===== src/rtl/score_display_ctrl_pkg.sv =====
// Shared types and constants for the score display controller:
// segment glyphs (active-low gfedcba), phase and converter state encodings.
package score_disp_pkg;

    localparam int SCORE_W = 14;
    localparam int BCD_W   = 16;

    localparam logic [SCORE_W-1:0] SCORE_MAX = 14'd9999;

    localparam logic [6:0] GLYPH_0     = 7'b1000000;
    localparam logic [6:0] GLYPH_1     = 7'b1111001;
    localparam logic [6:0] GLYPH_2     = 7'b0100100;
    localparam logic [6:0] GLYPH_3     = 7'b0110000;
    localparam logic [6:0] GLYPH_4     = 7'b0011001;
    localparam logic [6:0] GLYPH_5     = 7'b0010010;
    localparam logic [6:0] GLYPH_6     = 7'b0000010;
    localparam logic [6:0] GLYPH_7     = 7'b1111000;
    localparam logic [6:0] GLYPH_8     = 7'b0000000;
    localparam logic [6:0] GLYPH_9     = 7'b0010000;
    localparam logic [6:0] GLYPH_S     = 7'b0010010;
    localparam logic [6:0] GLYPH_C     = 7'b1000110;
    localparam logic [6:0] GLYPH_O     = 7'b0100011;
    localparam logic [6:0] GLYPH_R     = 7'b0101111;
    localparam logic [6:0] GLYPH_BLANK = 7'b1111111;

    typedef enum logic {PH_NUMBER, PH_TEXT} phase_e;

    typedef enum logic [1:0] {CV_IDLE, CV_SHIFT, CV_COMMIT} cv_state_e;

    function automatic logic [SCORE_W-1:0] clamp_score(input logic [SCORE_W-1:0] v);
        return (v > SCORE_MAX) ? SCORE_MAX : v;
    endfunction

    function automatic logic [6:0] digit_glyph(input logic [3:0] d);
        case (d)
            4'd0:    return GLYPH_0;
            4'd1:    return GLYPH_1;
            4'd2:    return GLYPH_2;
            4'd3:    return GLYPH_3;
            4'd4:    return GLYPH_4;
            4'd5:    return GLYPH_5;
            4'd6:    return GLYPH_6;
            4'd7:    return GLYPH_7;
            4'd8:    return GLYPH_8;
            4'd9:    return GLYPH_9;
            default: return GLYPH_BLANK;
        endcase
    endfunction

    // "SCor" reads left to right, so the units position carries 'r'.
    function automatic logic [6:0] text_glyph(input logic [1:0] idx);
        case (idx)
            2'd3:    return GLYPH_S;
            2'd2:    return GLYPH_C;
            2'd1:    return GLYPH_O;
            default: return GLYPH_R;
        endcase
    endfunction

endpackage


===== src/rtl/score_display_ctrl_bin2bcd.sv =====
// Sequential 14-bit double-dabble converter: clamps the accepted score to 9999,
// performs 14 add-3/shift steps, then presents the BCD result for one COMMIT cycle.
module bin2bcd_seq
    import score_disp_pkg::*;
(
    input  logic               clk,
    input  logic               rst,
    input  logic               start_i,
    input  logic [SCORE_W-1:0] bin_i,
    output logic               ready_o,
    output logic               done_o,
    output logic [BCD_W-1:0]   bcd_o
);

    localparam int SR_W = BCD_W + SCORE_W;

    cv_state_e         state_q, state_d;
    logic [SR_W-1:0]   sr_q, sr_d;
    logic [3:0]        cnt_q, cnt_d;

    function automatic logic [SR_W-1:0] dabble_step(input logic [SR_W-1:0] sr);
        logic [BCD_W-1:0] b;
        b = sr[SR_W-1:SCORE_W];
        for (int i = 0; i < 4; i++) begin
            if (b[4*i +: 4] >= 4'd5) begin
                b[4*i +: 4] = b[4*i +: 4] + 4'd3;
            end
        end
        return {b, sr[SCORE_W-1:0]} << 1;
    endfunction

    always_ff @(posedge clk or posedge rst) begin
        if (rst) begin
            state_q <= CV_IDLE;
            sr_q    <= '0;
            cnt_q   <= '0;
        end else begin
            state_q <= state_d;
            sr_q    <= sr_d;
            cnt_q   <= cnt_d;
        end
    end

    always_comb begin
        state_d = state_q;
        sr_d    = sr_q;
        cnt_d   = cnt_q;
        ready_o = 1'b0;
        done_o  = 1'b0;
        case (state_q)
            CV_IDLE: begin
                ready_o = 1'b1;
                if (start_i) begin
                    sr_d    = {{BCD_W{1'b0}}, clamp_score(bin_i)};
                    cnt_d   = '0;
                    state_d = CV_SHIFT;
                end
            end
            CV_SHIFT: begin
                sr_d  = dabble_step(sr_q);
                cnt_d = cnt_q + 4'd1;
                if (cnt_q == 4'd13) begin
                    state_d = CV_COMMIT;
                end
            end
            CV_COMMIT: begin
                done_o  = 1'b1;
                state_d = CV_IDLE;
            end
            default: state_d = CV_IDLE;
        endcase
    end

    assign bcd_o = sr_q[SR_W-1:SCORE_W];

endmodule


===== src/rtl/score_display_ctrl.sv =====
// Four-digit multiplexed seven-segment score display: accepts a binary score,
// converts it to BCD, scans the digits with leading-zero blanking and alternates with "SCor".
module score_display_ctrl
    import score_disp_pkg::*;
#(
    parameter int REFRESH_DIV      = 50000,
    parameter int FRAMES_PER_PHASE = 200
) (
    input  logic               clk,
    input  logic               rst,
    input  logic [SCORE_W-1:0] score_in,
    input  logic               score_valid,
    output logic               score_ready,
    input  logic               text_en,
    output logic [6:0]         seg,
    output logic [3:0]         an
);

    localparam int PW = $clog2(REFRESH_DIV);
    localparam int FW = (FRAMES_PER_PHASE > 1) ? $clog2(FRAMES_PER_PHASE) : 1;
    localparam logic [PW-1:0] PRESC_LAST = PW'(REFRESH_DIV - 1);
    localparam logic [FW-1:0] FRAME_LAST = FW'(FRAMES_PER_PHASE - 1);

    logic               cv_done;
    logic [BCD_W-1:0]   cv_bcd;

    logic [PW-1:0]      presc_q, presc_d;
    logic [1:0]         idx_q, idx_d;
    logic [FW-1:0]      frame_q, frame_d;
    phase_e             phase_q, phase_d;
    logic [BCD_W-1:0]   bcd_q, bcd_d;
    logic [6:0]         seg_q, seg_d;
    logic [3:0]         an_q, an_d;
    logic               text_en_q;

    logic               tc;
    logic               blank3, blank2, blank1, blank_cur;
    logic [FW-1:0]      frame_base;

    bin2bcd_seq u_bin2bcd (
        .clk     (clk),
        .rst     (rst),
        .start_i (score_valid),
        .bin_i   (score_in),
        .ready_o (score_ready),
        .done_o  (cv_done),
        .bcd_o   (cv_bcd)
    );

    always_ff @(posedge clk or posedge rst) begin
        if (rst) begin
            presc_q   <= '0;
            idx_q     <= '0;
            frame_q   <= '0;
            phase_q   <= PH_NUMBER;
            bcd_q     <= '0;
            seg_q     <= GLYPH_BLANK;
            an_q      <= 4'hF;
            text_en_q <= 1'b0;
        end else begin
            presc_q   <= presc_d;
            idx_q     <= idx_d;
            frame_q   <= frame_d;
            phase_q   <= phase_d;
            bcd_q     <= bcd_d;
            seg_q     <= seg_d;
            an_q      <= an_d;
            text_en_q <= text_en;
        end
    end

    // Blanking cascades from the thousands digit down; units are never blanked.
    assign blank3 = (bcd_q[15:12] == 4'd0);
    assign blank2 = blank3 && (bcd_q[11:8] == 4'd0);
    assign blank1 = blank2 && (bcd_q[7:4] == 4'd0);
    assign tc     = (presc_q == PRESC_LAST);

    always_comb begin
        case (idx_q)
            2'd3:    blank_cur = blank3;
            2'd2:    blank_cur = blank2;
            2'd1:    blank_cur = blank1;
            default: blank_cur = 1'b0;
        endcase
    end

    always_comb begin
        presc_d    = tc ? '0 : presc_q + PW'(1);
        idx_d      = idx_q;
        phase_d    = phase_q;
        seg_d      = seg_q;
        an_d       = an_q;
        bcd_d      = cv_done ? cv_bcd : bcd_q;
        frame_base = (text_en && !text_en_q) ? '0 : frame_q;
        frame_d    = frame_base;

        if (tc) begin
            // Outputs register the digit at the current index while the index moves on,
            // so a new BCD value committed on this edge shows from the next digit.
            idx_d = idx_q + 2'd1;
            if (phase_q == PH_TEXT) begin
                seg_d = text_glyph(idx_q);
                an_d  = ~(4'b0001 << idx_q);
            end else if (blank_cur) begin
                seg_d = GLYPH_BLANK;
                an_d  = 4'hF;
            end else begin
                seg_d = digit_glyph(bcd_q[{idx_q, 2'b00} +: 4]);
                an_d  = ~(4'b0001 << idx_q);
            end

            if (idx_q == 2'd3) begin
                if (!text_en) begin
                    phase_d = PH_NUMBER;
                    frame_d = '0;
                end else if (frame_base == FRAME_LAST) begin
                    frame_d = '0;
                    phase_d = (phase_q == PH_NUMBER) ? PH_TEXT : PH_NUMBER;
                end else begin
                    frame_d = frame_base + FW'(1);
                end
            end
        end
    end

    assign seg = seg_q;
    assign an  = an_q;

endmodule


===== config.mk =====
export PLATFORM = sky130hd
export DESIGN_NAME = score_display_ctrl
export DESIGN_NICKNAME = d
export VERILOG_FILES = /design/src/rtl/score_display_ctrl_pkg.sv /design/src/rtl/score_display_ctrl_bin2bcd.sv /design/src/rtl/score_display_ctrl.sv
export SDC_FILE = /design/constraint.sdc
export NUM_CORES = 1
export LEC_CHECK = 0
export ABC_AREA = 1
export CAP_MARGIN = 10
export CORE_MARGIN = 5
export CORE_UTILIZATION = 55
export CTS_CLUSTER_SIZE = 30
export DETAILED_ROUTE_END_ITERATION = 10
export PLACE_DENSITY_LB_ADDON = 0.12
export SYNTH_ARGS = -nofsm -noshare
export SYNTH_HDL_FRONTEND = slang
export SYNTH_HIERARCHICAL = 1
export SYNTH_SLANG_ARGS = --single-unit

===== constraint.sdc =====
create_clock -name clk -period 3.25 [get_ports clk]
set_input_delay 0.65 -clock clk [delete_from_list [all_inputs] [get_ports clk]]
set_output_delay 0.65 -clock clk [all_outputs]
set_load 0.01 [all_outputs]

==> results of run 1 <==
layer usage:
layer / wire (µm) / up-vias / GRT usage, %
met2: 4970 / 68 / 33.0
li1: - / 2097 / -
met5: 0 / - / 0
met4: 74 / 0 / 5.94
met3: 295 / 6 / 2.23
met1: 4920 / 1956 / 25.5
worst paths after layout:
kind                            slack (ns)                 start  cells after the start                    end
worst max-delay path                  0.91               text_en                     11   frame_q[4]$_DFF_PP0_
worst min-delay path                  0.47    seg[4]$_DFFE_PP1N_                      2     seg[4]$_DFFE_PP1N_
worst max register to register        1.17  idx_q[0]$_DFFE_PP0N_                      9     seg[6]$_DFFE_PP1N_
worst min register to register        0.47    seg[4]$_DFFE_PP1N_                      2     seg[4]$_DFFE_PP1N_
max in group asynchronous             1.88                   rst                      3      an[3]$_DFFE_PP1N_
min in group asynchronous             0.68                   rst                      2  presc_q[13]$_DFF_PP0_
sequential cells by signal (all words and copies together) (netlist names):
register	cells
u_bin2bcd/sr_q	30
bcd_q	16
presc_q	16
frame_q	8
seg	7
an	4
u_bin2bcd/cnt_q	4
idx_q	2
u_bin2bcd/state_q	2
phase_q	1
text_en_q	1
logic make-up after synthesis:
family	count (synthesis)	synth area share, %
buf+inv	106	9.40
xor+xnor	16	2.70
mux	10	2.17
flops	91	44.1
fa+ha+maj	24	5.78
compound gates	78	8.29
simple gates	318	27.6
cell type report:
cell class                      count  area [µm²]
Fill cell                         819        3580
Multi-Input combinational cell    446        2410
Sequential cell                    91        2290
Timing Repair Buffer               33         320
Inverter                           78         297
Tap cell                          129         161
Clock buffer                       10         128
Clock inverter                      6        47.5
through the flow:
| stage | setup WS, ns | area (µm²) | hold WS [ns] |
|---|---|---|---|
| detailed placement | 0.567 | 5480 | 0.456 |
| global route | 0.717 | 5660 | 0.482 |
| finish | 0.908 | 5660 | 0.469 |
| floorplan | 1.28 | 5190 | 0.442 |
| global placement | 0.672 | 5480 | 0.455 |
| CTS | 0.935 | 5660 | 0.472 |
worst max-delay path: stages:
cell and delay (ns):
clkdlybuf4s50_1 0.53, nand2_2 0.24, nand2_1 0.12, inv_1 0.08, ha_1 0.20, nand3_1 0.09, nand2_1 0.09, nand2_1 0.06
a21oi_1 0.21, nand2_1 0.12, and3_1 0.19
where the power goes:
group	internal, W	switching [W]
clock network	0.000287	0.000419
registers	0.00140	0.000228
logic	0.000451	0.000683
total	0.00214	0.00133
cells in the final DEF, fill, tap and decap left out, types with 2 or more instances in the layout:
cell             count
clkdlybuf4s50_1     29
nand4_1             10
o21ai_0             31
dfstp_2             11
nor2_2               6
nor3_1              10
nor4_1               3
a31oi_1              6
xor2_1              14
and3_1               2
inv_2               12
nor2_1              66
inv_6                3
xnor2_1              2
inv_1               63
nor2_8               2
ha_1                24
a22oi_1              4
clkinv_2             2
o21ai_1              8
nand2_1            155
buf_4                4
nand3_1             47
mux2_2              10
clkbuf_8             9
a21oi_1             19
nand2_2              7
nand2_4              2
nand3_2              5
dfrtp_1             80
o22ai_1              7
==> flow_metrics.tcl, run 1 <==
set metrics [dict create \
    syn-cell-area_um2 5190 \
    syn_nets 685 \
    setup_viol_count_final 0 \
    path_clk_slew_ns 0.09 \
    p_leak_nw 2.81 \
    die_h_um 107 \
    start_util_pct 56.2 \
    stdcell_count 793 \
    cts_hold_buf 0 \
    grt_overflow 0 \
    synth_area_leader_cell "dfrtp_1" \
    grt_util_all_layers_pct 19.3 \
    grt_pass1_wl_um 18200 \
    finalCritPeriodShare_pct 72.1 \
    num_vias 4127 \
    critPathCaptureType "flip-flop" \
    num_rows 35 \
    finalWirelength_um 10300 \
    cts_resized 0 \
    final_antenna_net_count 0 \
    synth_edf_count 0 \
    numClockSinks 91 \
    min_path_type "flip-flop to flip-flop" \
    skew_ns 0.0119 \
    synth_top_flop_cell "dfrtp_1" \
    cts_tree "built" \
    viasPerCell 5.20 \
    die_area_um2 11500 \
    rsz0062_at_grt "no" \
    post-cts-setup-buffer-count 0 \
    ys_ff_latch 91 \
    fp.dieW_um 107 \
    synth_warnings 6 \
    fmaxAchievable_ghz 0.427 \
    syn_inst 643 \
    coreArea_um2 9240 \
    synth-async-reset-ratio_pct 100 \
    htree_num_levels 3 \
    place_inst 777 \
    wl_per_cell_um 12.9 \
    layout.nets 701 \
    post-route-util_pct 61.2 \
    ys_seq_area_share_pct 44.1 \
    synth.top_cell.area_share_pct 38.5 \
    critPathMaxFanout 9 \
    ios 30 \
    critPathLaunchType "input pin" \
    cts_root_buffer "clkbuf_8" \
    drtIter0Drc 149 \
    period_minus_slack_ns 2.34 \
    cp_data_required_time_ns 3.49 \
    maxCapViolCount 0 \
    syn_avg_cell_area_um2 8.08 \
    hold_violations 0 \
    antenna_found_initial 0 \
    yosysMostFrequentCell "nand2_1" \
    dpl.hpwl_um 7520 \
    worstSetupPathType "input pin to flip-flop" \
    dr.pass1.iters 4 \
    cts_buffers 9 \
    syn_to_final_growth_pct 8.96 \
    worst_pin_slew_ns 0.546 \
    drc 0 \
    layout-drive-gt1-share_pct 11.9 \
    final_max_slew_viol_count 0 \
    power_density_nw_per_um2 613 \
    max_slew_margin_pct 63.5 \
    p_total_w 0.00347 \
    peakVddDrop_mv 0.372 \
    routabilityCongestion 0.903 \
    grt_max_degree 37 \
    synthDistinctLibCells 40 \
    yosys-top-cells-area "dfrtp_1 39%, nand2_1 11%, ha_1 5.8%" \
    critPathArrivalTime_ns 2.58 \
    portBuffers 29 \
    synthTopCellsByCount "155 x nand2_1, 80 x dfrtp_1, 66 x nor2_1, 64 x inv_1, 47 x nand3_1" \
    clk-insertion-delay-late_ns 0.35 \
    outcome "completed" \
    setup_tns_ns 0 \
    num_antenna_cells 0 \
    grt_pass1_vias 4011 \
    cts_buffer_depth 2 \
]
(Power assumes the default switching activity.)
==> inputs of run 2 (changes only) <==
--- a/config.mk
+++ b/config.mk
@@ -8,7 +8,7 @@
 export ABC_AREA = 1
 export CAP_MARGIN = 10
 export CORE_MARGIN = 5
-export CORE_UTILIZATION = 55
+export CORE_UTILIZATION = 54
 export CTS_CLUSTER_SIZE = 30
 export DETAILED_ROUTE_END_ITERATION = 10
 export PLACE_DENSITY_LB_ADDON = 0.12
==> constraint.sdc (replaced) <==
create_clock -name clk -period 2 [get_ports clk]
set_input_delay 0.4 -clock clk [delete_from_list [all_inputs] [get_ports clk]]
set_output_delay 0.4 -clock clk [all_outputs]
set_load 0.01 [all_outputs]
==> run 2 against run 1 <==
Critical path depth is 9 lower; critical path type is now flip-flop to output pin; combinational power up 66%; clock skew up 0.0030 ns; wire length grew 2.2%.
==> flow_metrics.tcl, run 2 (synthesized netlist as in run 1, its figures left out) <==
set metrics [dict create \
    outcome "completed" \
    cts_buffers 9 \
    rrSetupSlack_ns 0.19 \
    wl_per_cell_um 13.0 \
    ios 30 \
    num_rows 35 \
    path_buf_inv 1 \
    viasPerCell 5.17 \
    setup_viol_count_final 0 \
    largest_register_ffs 30 \
    dr.pass1.iters 4 \
    cts_tree "built" \
    peakVddDrop_mv 0.677 \
    critPathCaptureType "output pin" \
    die_h_um 108 \
    top_register "u_bin2bcd/sr_q" \
    power_density_nw_per_um2 1000 \
    worst_pin_slew_ns 0.462 \
    path_cells "nor2_1 -> clkdlybuf4s50_1" \
    syn_to_final_growth_pct 11.4 \
    max_slew_margin_pct 68.9 \
    portBuffers 29 \
    reg.largest.list "u_bin2bcd/sr_q x30, bcd_q x16, presc_q x16" \
    cts_resized 0 \
    p_leak_nw 2.88 \
    path_clk_slew_ns 0.09 \
    register_area_um2 2290 \
    finalCritPeriodShare_pct 94.1 \
    layout.nets 713 \
    num_vias 4164 \
    die_area_um2 11700 \
    drtIter0Drc 159 \
    final_antenna_net_count 0 \
    hold_violations 0 \
    numClockSinks 91 \
    critPathMaxFanout 3 \
    coreArea_um2 9330 \
    cts_root_buffer "clkbuf_8" \
    drc 0 \
    num_antenna_cells 0 \
    cts_hold_buf 0 \
    dpl.hpwl_um 7700 \
    grt_util_all_layers_pct 19.3 \
    period_minus_slack_ns 1.88 \
    mostFrequentLayoutCell "nand2_1" \
    critical-path-top-delay-family "buffers and inverters" \
    cp_data_required_time_ns 1.60 \
    holdWs_ns 0.398 \
    fmaxAchievable_ghz 0.531 \
    multi_input_area_um2 2420 \
    rsz0062_at_grt "no" \
    routabilityCongestion 0.897 \
    worstSetupPathType "flip-flop to output pin" \
    skew_ns 0.0148 \
    finalWirelength_um 10500 \
    mostFrequentLayoutCells "154 x nand2_1, 80 x dfrtp_1, 66 x nor2_1" \
    placed_cell_area_um2 5590 \
    post-cts-setup-buffer-count 0 \
    min_path_type "input pin to asynchronous set/reset pin" \
    critPathArrivalTime_ns 1.48 \
    fp.dieW_um 108 \
    grt_pass1_vias 3973 \
    clk-insertion-delay-late_ns 0.36 \
    maxCapViolCount 0 \
    cpPeakStageDelay_ns 0.54 \
    cp_slowest_cell "clkdlybuf4s50_1" \
    antenna_found_initial 0 \
    htree_num_levels 3 \
    start_util_pct 55.7 \
    reg2reg_from "idx_q[0]$_DFFE_PP0N_" \
    layout-drive-gt1-share_pct 13.8 \
    final_max_slew_viol_count 0 \
    fin_area_um2 5790 \
    critPathLaunchType "flip-flop" \
    cts_buffer_depth 2 \
    fillCellCount 843 \
    grt_pass1_wl_um 18300 \
    grt_overflow 0 \
    crit_start "u_bin2bcd/state_q[1]$_DFFE_PP0P_" \
    grt_max_degree 37 \
]
==> run 2: changes by cell type in the layout (fill, tap and decap cells not counted) <==
cell / change
buf_12: +1
buf_4: +11
bufinv_16: +1
clkinv_2: +1
inv_6: -2
nand2_1: -1
nand2_2: +1
nor3_1: -1
nor3_2: +1
o21ai_0: -1
o21ai_1: +1
==> run 2: metrics by stage <==
stage | instances | utilization (%) | setup TNS (ns) | total power [W] | worst slack (ns)
after floorplan | 643 | - | 0 | 0.00427 | 0.275
after global placement | 789 | 59.9 | -0.439 | 0.00445 | -0.100
after detailed placement | 789 | 59.9 | -0.563 | 0.00456 | -0.123
after CTS | 805 | 62.0 | 0 | 0.00582 | 0.0879
after global routing | 805 | 62.0 | 0 | 0.00626 | 0.0401
final | 805 | 62.0 | 0 | 0.00579 | 0.117
==> run 2: worst paths after layout <==
kind                                          to  cells past startpoint
setup / recovery                     score_ready                      2
max in group asynchronous     seg[6]$_DFFE_PP1N_                      3
hold reg to reg               seg[2]$_DFFE_PP1N_                      2
min in group clk              seg[2]$_DFFE_PP1N_                      2
hold / removal             presc_q[15]$_DFF_PP0_                      2
setup reg to reg              seg[5]$_DFFE_PP1N_                     12
==> run 2: cell type report <==
| cell class | count | share of cell area, % |
|---|---|---|
| multi-input cells | 446 | 41.9 |
| well taps | 129 | 2.79 |
| clock buffers | 10 | 2.21 |
| clock inverters | 6 | 1.12 |
| flip-flops and latches | 91 | 39.6 |
| inverters | 78 | 5.12 |
| repair buffers | 45 | 7.31 |
==> run 2: per-layer routing <==
layer  wire length, µm  track usage [%]  vias up
li1                  -                -     2117
met1              5110             26.0     1961
met2              4920             31.7       69
met3               251             2.69       17
met4               199             7.21        0
met5                 0                0        -
==> run 2: power breakdown <==
part	internal [W]	total [W]	switching, W
Combinational	0.000758	0.00188	0.00112
Clock	0.000582	0.00125	0.000673
Sequential	0.00228	0.00266	0.000378
Total	0.00362	0.00579	0.00217
